File: src/rtl/can_frame_sequencer.sv
// Per-frame sequencer for the CAN size-detect path: integrates bus idle, arms the
// size detector at SOF, tracks the stuffed payload/CRC and the tail, then re-arms.
module can_frame_sequencer #(
  parameter int IDLE_BITS     = 11,
  parameter int TIMEOUT_BITS  = 64,
  parameter int SD_RST_CYCLES = 2
) (
  input  logic       clk_i,
  input  logic       reset_i,
  input  logic       enable_i,
  input  logic       dIn_i,
  input  logic       bitValid_i,
  output logic       sdEnable_o,
  output logic       sdResetN_o,
  input  logic       sdComplete_i,
  input  logic [3:0] sdMsgSize_i,
  output logic       frameActive_o,
  output logic       frameDone_o,
  output logic [3:0] dataLen_o,
  output logic       errStuff_o,
  output logic       errTimeout_o,
  output logic [2:0] seqState_o
);

  // state       | meaning
  // S_RECOVER   | size detector held in reset for SD_RST_CYCLES, counters cleared
  // S_HALT      | parked while enable is low
  // S_IDLE_SYNC | counting consecutive recessive bits
  // S_WAIT_SOF  | bus idle seen, waiting for the dominant SOF bit
  // S_HEADER    | size detector sampling, waiting for sdComplete
  // S_PAYLOAD   | counting data + CRC bits, skipping stuff bits
  // S_TAIL      | CRC delimiter, ACK, EOF (unstuffed)
  typedef enum logic [2:0] {
    S_RECOVER   = 3'd0,
    S_HALT      = 3'd1,
    S_IDLE_SYNC = 3'd2,
    S_WAIT_SOF  = 3'd3,
    S_HEADER    = 3'd4,
    S_PAYLOAD   = 3'd5,
    S_TAIL      = 3'd6
  } state_e;

  localparam int IW = $clog2(IDLE_BITS + 1);
  localparam int TW = $clog2(TIMEOUT_BITS + 1);
  localparam int RW = $clog2(SD_RST_CYCLES + 1);

  state_e        state_q, state_d;
  logic [RW-1:0] rstCnt_q, rstCnt_d;
  logic [IW-1:0] idleCnt_q, idleCnt_d;
  logic [2:0]    runCnt_q, runCnt_d;
  logic          lastBit_q, lastBit_d;
  logic [TW-1:0] bitCnt_q, bitCnt_d;
  logic [6:0]    payCnt_q, payCnt_d;
  logic [3:0]    tailCnt_q, tailCnt_d;
  logic [3:0]    dataLen_q, dataLen_d;
  logic          frameActive_q, frameActive_d;
  logic          frameDone_q, frameDone_d;
  logic          errStuff_q, errStuff_d;
  logic          errTimeout_q, errTimeout_d;

  logic       is_stuff, stuff_err;
  logic [2:0] run_nxt;
  logic [3:0] clamp_len;
  logic [6:0] pay_load;

  assign is_stuff  = (runCnt_q == 3'd5);
  assign stuff_err = is_stuff && (dIn_i == lastBit_q);
  assign run_nxt   = (!is_stuff && dIn_i == lastBit_q) ? runCnt_q + 3'd1 : 3'd1;
  assign clamp_len = (sdMsgSize_i > 4'd8) ? 4'd8 : sdMsgSize_i;
  assign pay_load  = {clamp_len, 3'b000} + 7'd15;

  always_ff @(posedge clk_i or posedge reset_i) begin
    if (reset_i) begin
      state_q       <= S_RECOVER;
      rstCnt_q      <= '0;
      idleCnt_q     <= '0;
      runCnt_q      <= '0;
      lastBit_q     <= 1'b0;
      bitCnt_q      <= '0;
      payCnt_q      <= '0;
      tailCnt_q     <= '0;
      dataLen_q     <= '0;
      frameActive_q <= 1'b0;
      frameDone_q   <= 1'b0;
      errStuff_q    <= 1'b0;
      errTimeout_q  <= 1'b0;
    end else begin
      state_q       <= state_d;
      rstCnt_q      <= rstCnt_d;
      idleCnt_q     <= idleCnt_d;
      runCnt_q      <= runCnt_d;
      lastBit_q     <= lastBit_d;
      bitCnt_q      <= bitCnt_d;
      payCnt_q      <= payCnt_d;
      tailCnt_q     <= tailCnt_d;
      dataLen_q     <= dataLen_d;
      frameActive_q <= frameActive_d;
      frameDone_q   <= frameDone_d;
      errStuff_q    <= errStuff_d;
      errTimeout_q  <= errTimeout_d;
    end
  end

  always_comb begin
    state_d       = state_q;
    rstCnt_d      = rstCnt_q;
    idleCnt_d     = idleCnt_q;
    runCnt_d      = runCnt_q;
    lastBit_d     = lastBit_q;
    bitCnt_d      = bitCnt_q;
    payCnt_d      = payCnt_q;
    tailCnt_d     = tailCnt_q;
    dataLen_d     = dataLen_q;
    frameActive_d = frameActive_q;
    frameDone_d   = 1'b0;
    errStuff_d    = 1'b0;
    errTimeout_d  = 1'b0;

    if (!enable_i && state_q != S_RECOVER && state_q != S_HALT) begin
      state_d       = S_RECOVER;
      rstCnt_d      = '0;
      frameActive_d = 1'b0;
    end else begin
      unique case (state_q)
        S_RECOVER: begin
          idleCnt_d     = '0;
          runCnt_d      = '0;
          bitCnt_d      = '0;
          frameActive_d = 1'b0;
          if (rstCnt_q == RW'(SD_RST_CYCLES - 1)) begin
            rstCnt_d = '0;
            state_d  = enable_i ? S_IDLE_SYNC : S_HALT;
          end else begin
            rstCnt_d = rstCnt_q + 1'b1;
          end
        end
        S_HALT: begin
          if (enable_i) state_d = S_IDLE_SYNC;
        end
        S_IDLE_SYNC: begin
          if (bitValid_i) begin
            if (!dIn_i) begin
              idleCnt_d = '0;
            end else if (idleCnt_q == IW'(IDLE_BITS - 1)) begin
              idleCnt_d = '0;
              state_d   = S_WAIT_SOF;
            end else begin
              idleCnt_d = idleCnt_q + 1'b1;
            end
          end
        end
        S_WAIT_SOF: begin
          if (bitValid_i && !dIn_i) begin
            frameActive_d = 1'b1;
            runCnt_d      = 3'd1;
            lastBit_d     = 1'b0;
            bitCnt_d      = '0;
            state_d       = S_HEADER;
          end
        end
        S_HEADER: begin
          if (sdComplete_i) begin
            // a coincident bit is already the first payload bit
            dataLen_d = clamp_len;
            payCnt_d  = pay_load;
            state_d   = S_PAYLOAD;
            if (bitValid_i) begin
              if (stuff_err) begin
                errStuff_d    = 1'b1;
                frameActive_d = 1'b0;
                rstCnt_d      = '0;
                state_d       = S_RECOVER;
              end else begin
                runCnt_d  = run_nxt;
                lastBit_d = dIn_i;
                if (!is_stuff) payCnt_d = pay_load - 7'd1;
              end
            end
          end else if (bitCnt_q == TW'(TIMEOUT_BITS)) begin
            errTimeout_d  = 1'b1;
            frameActive_d = 1'b0;
            rstCnt_d      = '0;
            state_d       = S_RECOVER;
          end else if (bitValid_i) begin
            bitCnt_d = bitCnt_q + 1'b1;
            if (stuff_err) begin
              errStuff_d    = 1'b1;
              frameActive_d = 1'b0;
              rstCnt_d      = '0;
              state_d       = S_RECOVER;
            end else begin
              runCnt_d  = run_nxt;
              lastBit_d = dIn_i;
            end
          end
        end
        S_PAYLOAD: begin
          if (bitValid_i) begin
            if (stuff_err) begin
              errStuff_d    = 1'b1;
              frameActive_d = 1'b0;
              rstCnt_d      = '0;
              state_d       = S_RECOVER;
            end else begin
              runCnt_d  = run_nxt;
              lastBit_d = dIn_i;
              if (is_stuff) begin
                if (payCnt_q == 7'd0) begin
                  tailCnt_d = 4'd10;
                  state_d   = S_TAIL;
                end
              end else begin
                payCnt_d = payCnt_q - 7'd1;
                // hold at zero when the last CRC bit still owes a stuff bit
                if (payCnt_q == 7'd1 && run_nxt != 3'd5) begin
                  tailCnt_d = 4'd10;
                  state_d   = S_TAIL;
                end
              end
            end
          end
        end
        S_TAIL: begin
          if (bitValid_i) begin
            if (tailCnt_q == 4'd1) begin
              tailCnt_d     = '0;
              frameDone_d   = 1'b1;
              frameActive_d = 1'b0;
              rstCnt_d      = '0;
              state_d       = S_RECOVER;
            end else begin
              tailCnt_d = tailCnt_q - 4'd1;
            end
          end
        end
        default: begin
          rstCnt_d = '0;
          state_d  = S_RECOVER;
        end
      endcase
    end
  end

  always_comb begin
    sdEnable_o = (state_q == S_WAIT_SOF) || (state_q == S_HEADER);
    sdResetN_o = (state_q != S_RECOVER);
  end

  assign frameActive_o = frameActive_q;
  assign frameDone_o   = frameDone_q;
  assign dataLen_o     = dataLen_q;
  assign errStuff_o    = errStuff_q;
  assign errTimeout_o  = errTimeout_q;
  assign seqState_o    = state_q;

endmodule
File: config.mk
export PLATFORM = sky130hd
export DESIGN_NAME = can_frame_sequencer
export DESIGN_NICKNAME = d
export VERILOG_FILES = /design/src/rtl/can_frame_sequencer.sv
export SDC_FILE = /design/constraint.sdc
export NUM_CORES = 1
export LEC_CHECK = 0
export BUFFER_PORTS_ARGS = -buffer_cell sky130_fd_sc_hd__buf_2
export CAP_MARGIN = 20
export CORE_MARGIN = 5
export CORE_UTILIZATION = 50
export CTS_BUF_LIST = sky130_fd_sc_hd__clkbuf_4 sky130_fd_sc_hd__clkbuf_8
export DETAILED_ROUTE_END_ITERATION = 8
export PLACE_DENSITY = 0.72
export SLEW_MARGIN = 20
export SYNTH_ARGS = -nofsm -noshare
export SYNTH_HDL_FRONTEND = slang
export SYNTH_SLANG_ARGS = --single-unit
export TNS_END_PERCENT = 20
File: constraint.sdc
create_clock -name clk_i -period 4.2 [get_ports clk_i]
set_input_delay 0.21 -clock clk_i [delete_from_list [all_inputs] [get_ports clk_i]]
set_output_delay 0.21 -clock clk_i [all_outputs]
set_load 0.05 [all_outputs]
==> impl_results.rst <==
.. list-table::
   :header-rows: 1

   * - Metric
     - Value
   * - H-tree depth
     - 2
   * - End of the worst register-to-register path
     - payCnt_q[0]
   * - Die outline area
     - 6840 um^2
   * - Highest clock rate
     - slightly below 400 MHz
   * - Fraction of power spent switching nets
     - 0.463
   * - Hold violation total from the final report
     - 0
   * - Class of the most critical setup path
     - flip-flop to flip-flop
   * - Post-route cell area
     - 2870 um^2
   * - Final setup skew
     - about 0.0053 ns
   * - Relative contribution of the clock network to total power
     - 0.178
   * - Vias after detailed routing
     - 2252
   * - Buffers from clock root to sink, at most
     - 2
   * - Fin util
     - 0.561
   * - Clk Tree Root Cell
     - clkbuf_8
   * - Switching power
     - 0.845 mW
   * - Clock period minus worst slack
     - between 2 and 3 ns
   * - Diode insertion count for antenna repair
     - 0
   * - Endpoint of the worst setup timing path
     - payCnt_q[0]
   * - Routability-driven placement congestion ratio
     - 0.860
   * - Post-route worst setup slack
     - 1.63 ns
   * - RR Startpoint
     - seqState_o[1]
   * - Maximum fanout along the worst path
     - 22
   * - Portion of the post-synthesis area used by sequential elements
     - 0.369
   * - WL final
     - 5510 um
   * - R2r worst-path depth
     - 6
   * - Final period utilization
     - 0.613
   * - Placed cell count
     - 380
   * - Buf/Inv on CP
     - 0
   * - Clock tree from TritonCTS
     - done
   * - Headroom to the max-slew limit
     - 0.414
   * - Power per cell area
     - 637 nW/um^2
   * - Leading register cell type out of synthesis
     - dfrtp_1
   * - Worst Hold Class
     - primary input to async pin
   * - Most used standard cell by instance count after synthesis
     - dfrtp_1
   * - Total Negative Setup Slacks
     - 0 ns
   * - Width of the chip
     - 82.7 um
   * - Count of instances resized after the clock tree is built
     - 0
   * - Number of max-capacitance violations reported
     - 0
   * - Port Buffer Count
     - 22
   * - Clock edge transition at the registers on the reported setup and hold paths
     - 0.08 ns
   * - Global-route wire length before repair
     - 9720 um
   * - Most common library cells after synthesis
     - dfrtp_1, o21ai_0, nand2_1, nor2_1
   * - Number of DRC markers after the initial detailed-route iteration
     - 172
   * - Proportion of register bits with asynchronous set or reset after synthesis
     - 1.00
   * - Number of flops mapped to enable cells by yosys
     - 0
   * - Cell accounting for the most synthesized area
     - dfrtp_1
   * - Startpoint type of the worst setup path
     - flip-flop
   * - Final non-filler cell total
     - about 390
   * - Minimum setup slack after placement
     - approximately 1.7 ns
   * - Total of hold buffers inserted after clock tree synthesis
     - 0
   * - Latest clock arrival within the worst-skew pair
     - slightly below 0.3 ns
   * - Max-slew violations
     - 0
   * - DRC violation count after routing
     - 0
   * - Number of register bits inferred by synthesis
     - 39
   * - Die Y-Extent
     - 82.7 um
   * - Worst path depth
     - 6
   * - Number of post-CTS setup repair buffers
     - 0
   * - Layout cell share with drive strength beyond 1
     - 0.157
   * - Slowest-stage cell, CP
     - dfrtp_1
   * - Warnings from Yosys
     - 0
   * - Syn_area_per_cell
     - 8.82 um^2
   * - Largest net degree at the start of global routing
     - 40
   * - Total congestion overflow
     - 0
   * - Global router's overall resource usage
     - 0.183
   * - Area grow syn2layout
     - 8.42%
   * - Internal power consumption
     - slightly below 1 mW
   * - Outcome
     - completed
   * - Number of nets with antenna violations after detailed routing
     - 0
   * - Data arrival at the endpoint of the critical path
     - 2.76 ns
   * - Share of the synthesized area in the top cell type
     - 0.369
   * - Number of antenna violations at the first check in global routing
     - 0
   * - Cell area after synthesis
     - roughly 2600 um^2
   * - Pleak
     - 1.26 nW
   * - Clock sinks
     - 39
   * - Peak supply drop
     - 0.000365 V
   * - Number of nets at the end of the flow
     - 338
   * - Synthesized net count
     - 321
   * - RSZ-0062 raised after global routing
     - false
   * - Comb power frac
     - 0.483
   * - Avg Vias per Cell
     - 5.80
   * - Post-synthesis cell count
     - 300
   * - Critical path, cell by cell
     - and2b_1, and2_1, nand2_1, nand3_1, nor3_1, a211o_1
   * - Number of standard-cell rows in the floorplan
     - 26
   * - Slew at the pin closest to its max-slew limit
     - 0.879 ns
   * - Sequential share of power
     - 0.339
   * - Crit. Startpoint
     - seqState_o[1]
   * - Finish-stage setup viols
     - 0
   * - Count of cell types in the netlist
     - 68
   * - Register-to-register setup slack
     - between 1.5 and 2 ns
   * - Cells taking the most area after synthesis
     - dfrtp_1, o21ai_0, ha_1, nand2_1, nor2_1
   * - Power consumption
     - 1.83 mW
   * - Iteration count of the initial detailed-routing pass
     - 4
   * - Total half-perimeter wirelength after legalization and detailed placement
     - 4040 um
   * - Routed length per placed instance
     - 14.2 um
   * - Number of buffers created by CTS
     - 5
   * - Ports
     - 23
   * - Final hold slack
     - 0.0216 ns
   * - Slowest stage delay, CP
     - 0.58 ns
   * - Initial Utilization
     - 0.518
   * - Crit path required time
     - 4.39 ns
   * - Cell family with the largest share of critical-path delay
     - simple AND/OR/NAND/NOR gates
   * - Critical Path End Type
     - flip-flop
   * - Placed standard-cell area
     - ~2800 um^2
   * - Area of the core
     - 5110 um^2
   * - Vias in the first global route
     - 2066
==> sequential cells by signal (all words and copies together), names as in the netlist <==
| register | cells |
|---|---|
| frameDone_o | 1 |
| errStuff_o | 1 |
| frameActive_o | 1 |
| lastBit_q | 1 |
| runCnt_q | 3 |
| bitCnt_q | 7 |
| idleCnt_q | 4 |
| errTimeout_o | 1 |
| tailCnt_q | 4 |
| rstCnt_q | 2 |
| payCnt_q | 7 |
| dataLen_o | 4 |
| seqState_o | 3 |
==> layer usage <==
metal | vias to the layer above | track usage | wire, um | part of all wire
met5 | - | 0 | 0 | 0
met4 | 0 | 0.0686 | 126 | 0.023
met3 | 15 | 0.0445 | 304 | 0.055
met2 | 62 | 0.288 | 2510 | 0.46
met1 | 1054 | 0.243 | 2570 | 0.47
li1 | 1121 | - | - | -
==> worst min-delay path by stage <==
stage                        start  slack, ns       endpoint
after CTS                  reset_i       0.04  seqState_o[0]
after floorplan           enable_i       0.36   errTimeout_o
after detailed placement   reset_i       0.36   tailCnt_q[3]
after global routing       reset_i       0.09  seqState_o[0]
final                      reset_i       0.02  seqState_o[0]
after global placement     reset_i       0.36   tailCnt_q[3]
==> logic make-up after synthesis <==
| logic type | count (synthesis) | synth area share |
|---|---|---|
| multiplexers | 4 | 0.0166 |
| buffers and inverters | 25 | 0.0549 |
| AND/OR/NAND/NOR | 123 | 0.256 |
| flip-flops | 39 | 0.369 |
| AO/OA/AOI/OAI | 94 | 0.236 |
| XOR/XNOR | 4 | 0.0161 |
| adder cells (fa/ha/maj) | 11 | 0.0520 |
==> area by class of cell <==
class                           instances  area [um^2]
Timing Repair Buffer                   23          118
Fill cell                             488         2240
Clock buffer                            6         82.6
Multi-Input combinational cell        236         1520
Tap cell                               70         87.6
Sequential cell                        39          976
Clock inverter                          2         35.0
Inverter                               12         45.0
==> power groups by stage <==
stage	Sequential [mW]	Combinational [mW]	Clock (mW)
5_1_grt	0.638	0.984	0.351
3_5_place_dp	0.623	0.883	0
6_report	0.618	0.882	0.326
4_1_cts	0.615	0.887	0.333
3_3_place_gp	0.618	0.868	0
2_1_floorplan	0.662	0.691	0
==> cells in the final DEF, fill, tap and decap left out, types with 3 or more instances in the layout <==
cell      count
a21oi_1      12
and2_1        6
and3_1        3
buf_2        22
clkbuf_8      6
dfrtp_1      39
ha_1         11
inv_1        12
mux2_2        3
nand2_1      31
nand2b_1      7
nand3_1      10
nand3b_1      4
nand4b_1      3
nor2_1       23
nor2b_1       6
nor3_1       10
o211ai_1      3
o21ai_0      36
o21ai_1       3
o31ai_1       5
or2_2         3
==> worst reg2reg max path, cell delays in order, from the launching register on <==
cell and delay, ns:
dfrtp_1 0.58, and2b_1 0.51, and2_1 0.40, nand2_1 0.18
nand3_1 0.43, nor3_1 0.09, a211o_1 0.27
Note: power is estimated with default switching activity, not from simulation.
